`src/rtl/serial_adder.sv`:
```
// Bit-serial adder, LSB first, one bit per clock.
// Optional carry-in port enabled by `define SERIAL_ADDER_CIN_EN.
module serial_adder #(
  parameter int WIDTH = 8
) (
  input  logic             clk,
  input  logic             rst_n,
  input  logic             start,
`ifdef SERIAL_ADDER_CIN_EN
  input  logic             cin,
`endif
  input  logic [WIDTH-1:0] a,
  input  logic [WIDTH-1:0] b,
  output logic             busy,
  output logic             done,
  output logic [WIDTH-1:0] sum,
  output logic             cout
);

  localparam int CW = $clog2(WIDTH) + 1;
  localparam logic [CW-1:0] LAST = CW'(WIDTH);

  typedef enum logic [1:0] {
    IDLE,
    RUN,
    DONE
  } state_t;

  state_t         state;
  logic [WIDTH-1:0] a_q;
  logic [WIDTH-1:0] b_q;
  logic           carry;
  logic [CW-1:0]  cnt;

  logic           carry_init;
  logic           h1_s;
  logic           h1_c;
  logic           h2_s;
  logic           h2_c;
  logic           c_nxt;
  logic [CW-1:0]  cnt_nxt;

`ifdef SERIAL_ADDER_CIN_EN
  assign carry_init = cin;
`else
  assign carry_init = 1'b0;
`endif

  // full adder as two cascaded half adders
  assign h1_s    = a_q[0] ^ b_q[0];
  assign h1_c    = a_q[0] & b_q[0];
  assign h2_s    = h1_s ^ carry;
  assign h2_c    = h1_s & carry;
  assign c_nxt   = h1_c | h2_c;
  assign cnt_nxt = cnt + CW'(1);

  always_ff @(posedge clk or negedge rst_n) begin
    if (!rst_n) begin
      state <= IDLE;
      a_q   <= '0;
      b_q   <= '0;
      carry <= 1'b0;
      cnt   <= '0;
      busy  <= 1'b0;
      done  <= 1'b0;
      sum   <= '0;
      cout  <= 1'b0;
    end else begin
      unique case (state)
        IDLE: begin
          if (start) begin
            a_q   <= a;
            b_q   <= b;
            carry <= carry_init;
            cnt   <= '0;
            busy  <= 1'b1;
            state <= RUN;
          end
        end
        RUN: begin
          a_q   <= a_q >> 1;
          b_q   <= b_q >> 1;
          carry <= c_nxt;
          sum   <= {h2_s, sum[WIDTH-1:1]};
          cnt   <= cnt_nxt;
          // counter is one bit wider so WIDTH itself is reachable
          if (cnt_nxt == LAST) begin
            busy  <= 1'b0;
            done  <= 1'b1;
            cout  <= c_nxt;
            state <= DONE;
          end
        end
        DONE: begin
          done  <= 1'b0;
          state <= IDLE;
        end
        default: begin
          busy  <= 1'b0;
          done  <= 1'b0;
          state <= IDLE;
        end
      endcase
    end
  end

endmodule

```
`config.mk`:
```
export PLATFORM = sky130hd
export DESIGN_NAME = serial_adder
export DESIGN_NICKNAME = d
export VERILOG_FILES = /design/src/rtl/serial_adder.sv
export SDC_FILE = /design/constraint.sdc
export NUM_CORES = 1
export LEC_CHECK = 0
export ABC_CLOCK_PERIOD_IN_PS = 1700
export CORE_MARGIN = 2
export CORE_UTILIZATION = 51
export DETAILED_ROUTE_END_ITERATION = 8
export GPL_ROUTABILITY_DRIVEN = 0
export GPL_TIMING_DRIVEN = 0
export PLACE_DENSITY = 0.87
export SYNTH_ARGS = -nofsm -noshare
export SYNTH_HDL_FRONTEND = slang
export SYNTH_SLANG_ARGS = --single-unit
```
`constraint.sdc`:
```
create_clock -name clk -period 1.7 [get_ports clk]
set_clock_uncertainty 0.05 [all_clocks]
set_input_delay 0.17 -clock clk [delete_from_list [all_inputs] [get_ports clk]]
set_output_delay 0.17 -clock clk [all_outputs]
set_load 0.02 [all_outputs]
```
==> results of run 1 <==
## cell families (layout without fill, tap and decap cells)
group / count (synthesis) / count (layout) / synth area share, %
flip-flops: 34 / 34 / 53.67
buffers and inverters: 16 / 53 / 4.420
adder cells (fa/ha/maj): 2 / 2 / 2.052
multiplexers: 2 / 2 / 1.342
AND/OR/NAND/NOR: 53 / 53 / 16.42
AO/OA/AOI/OAI: 57 / 57 / 22.10
## through the flow
stage	setup slack, ns	total power [mW]	instances	area, um^2
2_1_floorplan	0.4775	2.253	164	1585
3_3_place_gp	-0.2453	2.704	226	1917
3_5_place_dp	-0.03203	2.784	226	1912
4_1_cts	0.1293	3.193	234	1969
5_1_grt	0.07620	3.419	234	1969
6_report	0.1502	3.172	234	1969
## synthesized netlist by cell type (all sizes together), types with 2 or more instances
cell type and number:
nor2 2, nand2 30, nand3 2, clkbuf 3
buf 6, a22oi 12, inv 7, and3b 2
a22o 2, a21oi 17, o21ai 20, dfrtp 34
and2b 4, nor2b 11
## sequential cells by signal, indices dropped and copies added (netlist names)
signal	flops
a_q	8
b_q	8
sum	8
cnt	4
state	2
busy	1
carry	1
cout	1
done	1
## per-layer routing
layer	wire [um]	up-vias	track usage, %
li1	-	637	-
met1	1351	639	25.18
met2	1734	41	35.87
met3	198	2	7.359
met4	14	0	7.619
met5	0	-	0
## final timing paths
| path | slack, ns | cells past startpoint | endpoint |
|---|---|---|---|
| worst max-delay path | 0.15 | 1 | busy |
| worst min-delay path | 0.38 | 2 | b_q[7] |
| min in group clk | 0.40 | 3 | a_q[6] |
| max in group asynchronous | 0.74 | 2 | state[1] |
| worst min register to register | 0.44 | 2 | sum[0] |
| worst max register to register | 0.29 | 4 | b_q[7] |
## layout make-up
class	count	area (um^2)
Fill cell	244	1033
Sequential cell	34	850.8
Multi-Input combinational cell	114	664.4
Timing Repair Buffer	30	295.3
Buffer	9	43.79
Tap cell	33	41.29
Clock buffer	5	37.54
Inverter	7	26.28
Clock inverter	2	10.01
## report_power, final
group	switching, mW	leakage [nW]	internal, mW
clock network	0.263	0.0308	0.149
logic	0.759	0.427	0.623
registers	0.253	0.442	1.13
total	1.27	0.901	1.90
## timing repair
item,in CTS,in global routing
hold buffers,1,0
setup endpoints to repair,0,0
endpoints found under the hold margin,34,0
resized for setup,0,0
==> results.py, run 1 <==
metrics = {
    "power_and_ir_drop": {
        "ir_drop_mv": 0.8501,
        "power_density_nw_per_um2": 1611,
        "p_leak_nw": 0.9005,
    },
    "global_route": {
        "grt_start_max_net_pins": 35,
        "grt_pass1_vias": 1298,
        "grt_use_total_pct": 21.31,
        "grt_antenna_before_repair": 0,
        "grt_pass1_wl_um": 5678,
        "grt_overflow": 0,
    },
    "worst_setup_path": {
        "cp_max_fo": 3,
        "slowest_stage": "clkdlybuf4s50_1",
        "arrival_ns": 1.33,
        "cp-end-kind": "primary output",
        "reg2reg_from": "state[1]",
        "max_stage_delay_ns": 0.62,
        "crit_buf_inv": 1,
        "criticalPathCategory": "register to primary output",
        "cp.required_ns": 1.48,
        "startpoint_type": "register",
        "path_cells": "clkdlybuf4s50_1",
        "path_delay_family": "buffers and inverters",
        "startpoint": "busy",
    },
    "die": {
        "die-width_um": 59.75,
        "fp.dieArea_um2": 3570,
        "start_util_pct": 52.79,
        "io_pins": 30,
        "die_y_um": 59.75,
        "fp-row-count": 20,
        "core_area_um2": 3003,
    },
    "synth": {
        "synth.distinct_cells": 28,
        "synth_area_um2": 1585,
        "syn_inst": 164,
        "synth_top_area_share_pct": 53.67,
        "ys.flop_type": "dfrtp_1",
        "ys_ff_latch": 34,
        "synthesis.nets": 185,
        "synth.top_cells.by_area": "dfrtp_1 54%, nand2_1 7.1%, o21ai_0 5.7%",
        "synth_top_cell_by_area": "dfrtp_1",
        "avgSynthCellArea_um2": 9.666,
        "synth_edf_count": 0,
        "ys_seq_area_share_pct": 53.67,
        "yosysWarnings": 0,
        "async_flop_share_pct": 100.0,
    },
    "cells_and_area": {
        "final_cell_mix": "34 x dfrtp_1, 30 x nand2_1, 28 x clkdlybuf4s50_1",
        "final_common_cell": "dfrtp_1",
        "n_antenna_cell": 0,
        "drive_above_1_share_pct": 8.458,
        "fin_util_pct": 65.58,
        "syn2layout_area_growth_pct": 24.23,
        "layout.nets": 222,
    },
    "timing": {
        "tightest_slew_ns": 0.7446,
        "fin_tns_setup_ns": 0,
        "max_clock_freq_mhz": 645.3,
        "grt_setup_unrepaired": "no",
        "max-slew-margin-rel_pct": 50.36,
        "final-max-slew-violation-count": 0,
        "final.period_utilization_pct": 91.16,
        "period_minus_slack_ns": 1.550,
        "hold_slack_ns": 0.3774,
        "hold_viol_final": 0,
        "setup_viol": 0,
    },
    "routing": {
        "wl_per_cell_um": 14.10,
        "drcViolationCount": 0,
        "vias_per_cell": 5.637,
        "vias": 1319,
        "dr.first_iter.drc_count": 90,
        "first_pass_iters": 4,
        "finalWirelength_um": 3299,
        "ant_nets": 0,
    },
    "cts": {
        "insertion_delay_ns": 0.34,
        "root_buffer": "clkbuf_4",
        "cts_max_level": 2,
        "cts-buffers-inserted": 5,
        "clk_pin_slew_worst_paths_ns": 0.11,
        "post_cts_buffers": 0,
        "cts_tree": "done",
        "clock_sinks": 34,
        "clockBufferDepth": 2,
    },
    "outcome": {
        "status": "completed",
    },
    "place": {
        "hpwl_um": 2417,
        "port_buffers": 29,
    },
    "job": {
        "drv_cap": 0,
    },
    "worst_hold_path": {
        "hold_class": "input pin to asynchronous set/reset pin",
    },
}
(Power assumes the default switching activity.)
==> inputs of run 2 (changes only) <==
--- a/config.mk
+++ b/config.mk
@@ -11,7 +11,8 @@
 export DETAILED_ROUTE_END_ITERATION = 8
 export GPL_ROUTABILITY_DRIVEN = 0
 export GPL_TIMING_DRIVEN = 0
-export PLACE_DENSITY = 0.87
+export PLACE_DENSITY = 0.81
+export SETUP_SLACK_MARGIN = 0.02
 export SYNTH_ARGS = -nofsm -noshare
 export SYNTH_HDL_FRONTEND = slang
 export SYNTH_SLANG_ARGS = --single-unit
==> results.py, run 2 (same netlist as run 1, synthesis figures left out) <==
metrics = {
    "worst_setup_path": {
        "r2r_end": "a_q[3]",
        "reg2reg_from": "state[1]",
        "path_cells": "clkdlybuf4s50_1",
        "cp-end-kind": "primary output",
        "max_stage_delay_ns": 0.62,
        "cp.required_ns": 1.48,
        "startpoint_type": "register",
        "reg2reg_depth": 4,
        "crit_buf_inv": 1,
        "rrSetupSlack_ns": 0.36,
        "cp_max_fo": 3,
        "slowest_stage": "clkdlybuf4s50_1",
        "path_delay_family": "buffers and inverters",
        "criticalPathCategory": "register to primary output",
        "arrival_ns": 1.35,
    },
    "cells_and_area": {
        "drive_above_1_share_pct": 8.911,
        "syn2layout_area_growth_pct": 26.12,
        "num-fill-cells": 249,
        "final_cell_mix": "34 x dfrtp_1, 30 x nand2_1, 28 x clkdlybuf4s50_1",
        "layout.nets": 222,
        "n_antenna_cell": 0,
        "final_area_um2": 1999,
        "instances_no_fill": 235,
        "fin_util_pct": 66.58,
        "largest_registers": "a_q: 8 flops, b_q: 8 flops, sum: 8 flops",
        "final_common_cell": "dfrtp_1",
    },
    "place": {
        "placed_area_um2": 1912,
        "port_buffers": 29,
        "placedCellCount": 226,
        "hpwl_um": 2311,
        "preCtsSetupSlack_ns": 0.01104,
    },
    "outcome": {
        "status": "completed",
    },
    "timing": {
        "setup_ws_ns": 0.1308,
        "hold_viol_final": 0,
        "grt_setup_unrepaired": "no",
        "setup_viol": 0,
        "fin_tns_setup_ns": 0,
        "final.period_utilization_pct": 92.31,
        "max-slew-margin-rel_pct": 49.49,
        "final-max-slew-violation-count": 0,
        "hold_slack_ns": 0.3670,
        "period_minus_slack_ns": 1.569,
        "max_clock_freq_mhz": 637.3,
        "tightest_slew_ns": 0.7576,
    },
    "die": {
        "die_y_um": 59.75,
        "start_util_pct": 52.79,
        "fp.dieArea_um2": 3570,
        "fp-row-count": 20,
        "io_pins": 30,
        "die-width_um": 59.75,
        "core_area_um2": 3003,
    },
    "cts": {
        "post_cts_resized": 0,
        "insertion_delay_ns": 0.34,
        "cts_max_level": 2,
        "clk_pin_slew_worst_paths_ns": 0.11,
        "root_buffer": "clkbuf_4",
        "clockBufferDepth": 2,
        "cts_tree": "done",
        "clock_sinks": 34,
        "cts-buffers-inserted": 5,
    },
    "power_and_ir_drop": {
        "p_leak_nw": 0.9147,
        "ir_drop_mv": 0.8687,
        "comb_power_share_pct": 41.3,
        "power_density_nw_per_um2": 1673,
        "seqPwrFrac_pct": 41.2,
        "clock_power_share_pct": 17.5,
        "finalPower_mw": 3.345,
        "switching_share_pct": 38.62,
        "p_int_mw": 2.053,
        "switchingPower_mw": 1.292,
    },
    "routing": {
        "wl_per_cell_um": 14.17,
        "routed.top_layer": "met4",
        "drcViolationCount": 0,
        "dr_wl_met2_um": 1616,
        "finalWirelength_um": 3331,
        "ant_nets": 0,
        "vias_per_cell": 5.489,
        "vias": 1290,
        "dr.first_iter.drc_count": 77,
        "first_pass_iters": 4,
        "met1_length_um": 1522,
        "wl_met3_um": 161,
    },
    "global_route": {
        "grt_pass1_vias": 1202,
        "grt_antenna_before_repair": 0,
        "grt_use_total_pct": 21.52,
        "grt_overflow": 0,
        "grt_start_max_net_pins": 35,
        "grt_pass1_wl_um": 5720,
    },
    "worst_hold_path": {
        "hold_class": "input pin to asynchronous set/reset pin",
    },
    "job": {
        "drv_cap": 0,
    },
}
==> run 2: changes by cell type in the layout (fill, tap and decap cells not counted), sizes merged <==
cell    change
bufinv      +1
==> run 2: layout make-up <==
| cell class | instances | area [um^2] | area share, % |
|---|---|---|---|
| clock inverters | 3 | 40.04 | 2.003 |
| repair buffers | 30 | 295.3 | 14.77 |
| clock buffers | 5 | 37.54 | 1.877 |
| multi-input cells | 114 | 664.4 | 33.23 |
| inverters | 7 | 26.28 | 1.314 |
| flip-flops and latches | 34 | 850.8 | 42.55 |
| well taps | 33 | 41.29 | 2.065 |
| plain buffers | 9 | 43.79 | 2.190 |
==> run 2: per-layer routing <==
metal  vias to the layer above  track usage [%]
met5                         -                0
li1                        645                -
met3                         3            6.710
met4                         0            5.714
met2                        27            31.52
met1                       615            30.95
==> run 2: how the worst max path moves through the flow <==
stage,startpoint,endpoint,depth (start not counted),slack (ns)
5_1_grt,sum[6],sum[6],1,0.06
3_3_place_gp,rst_n,sum[5],1,-0.23
2_1_floorplan,cnt[0],cnt[2],3,0.48
6_report,busy,busy,1,0.13
4_1_cts,sum[6],sum[6],1,0.11
3_5_place_dp,start,a_q[5],5,0.01
==> run 2: what timing repair did <==
item | CTS | global route
hold buffers | 1 | 0
buffers inserted | 0 | 0
hold endpoints to repair | 34 | 0
endpoints found under the setup margin | 0 | 0
==> run 2: power by group through the flow <==
stage	logic [mW]	clock network, mW	registers [mW]
after floorplan	0.786	0	1.47
final	1.38	0.585	1.38
after CTS	1.40	0.599	1.38
after global routing	1.54	0.648	1.43
after global placement	1.34	0	1.38
after detailed placement	1.39	0	1.40
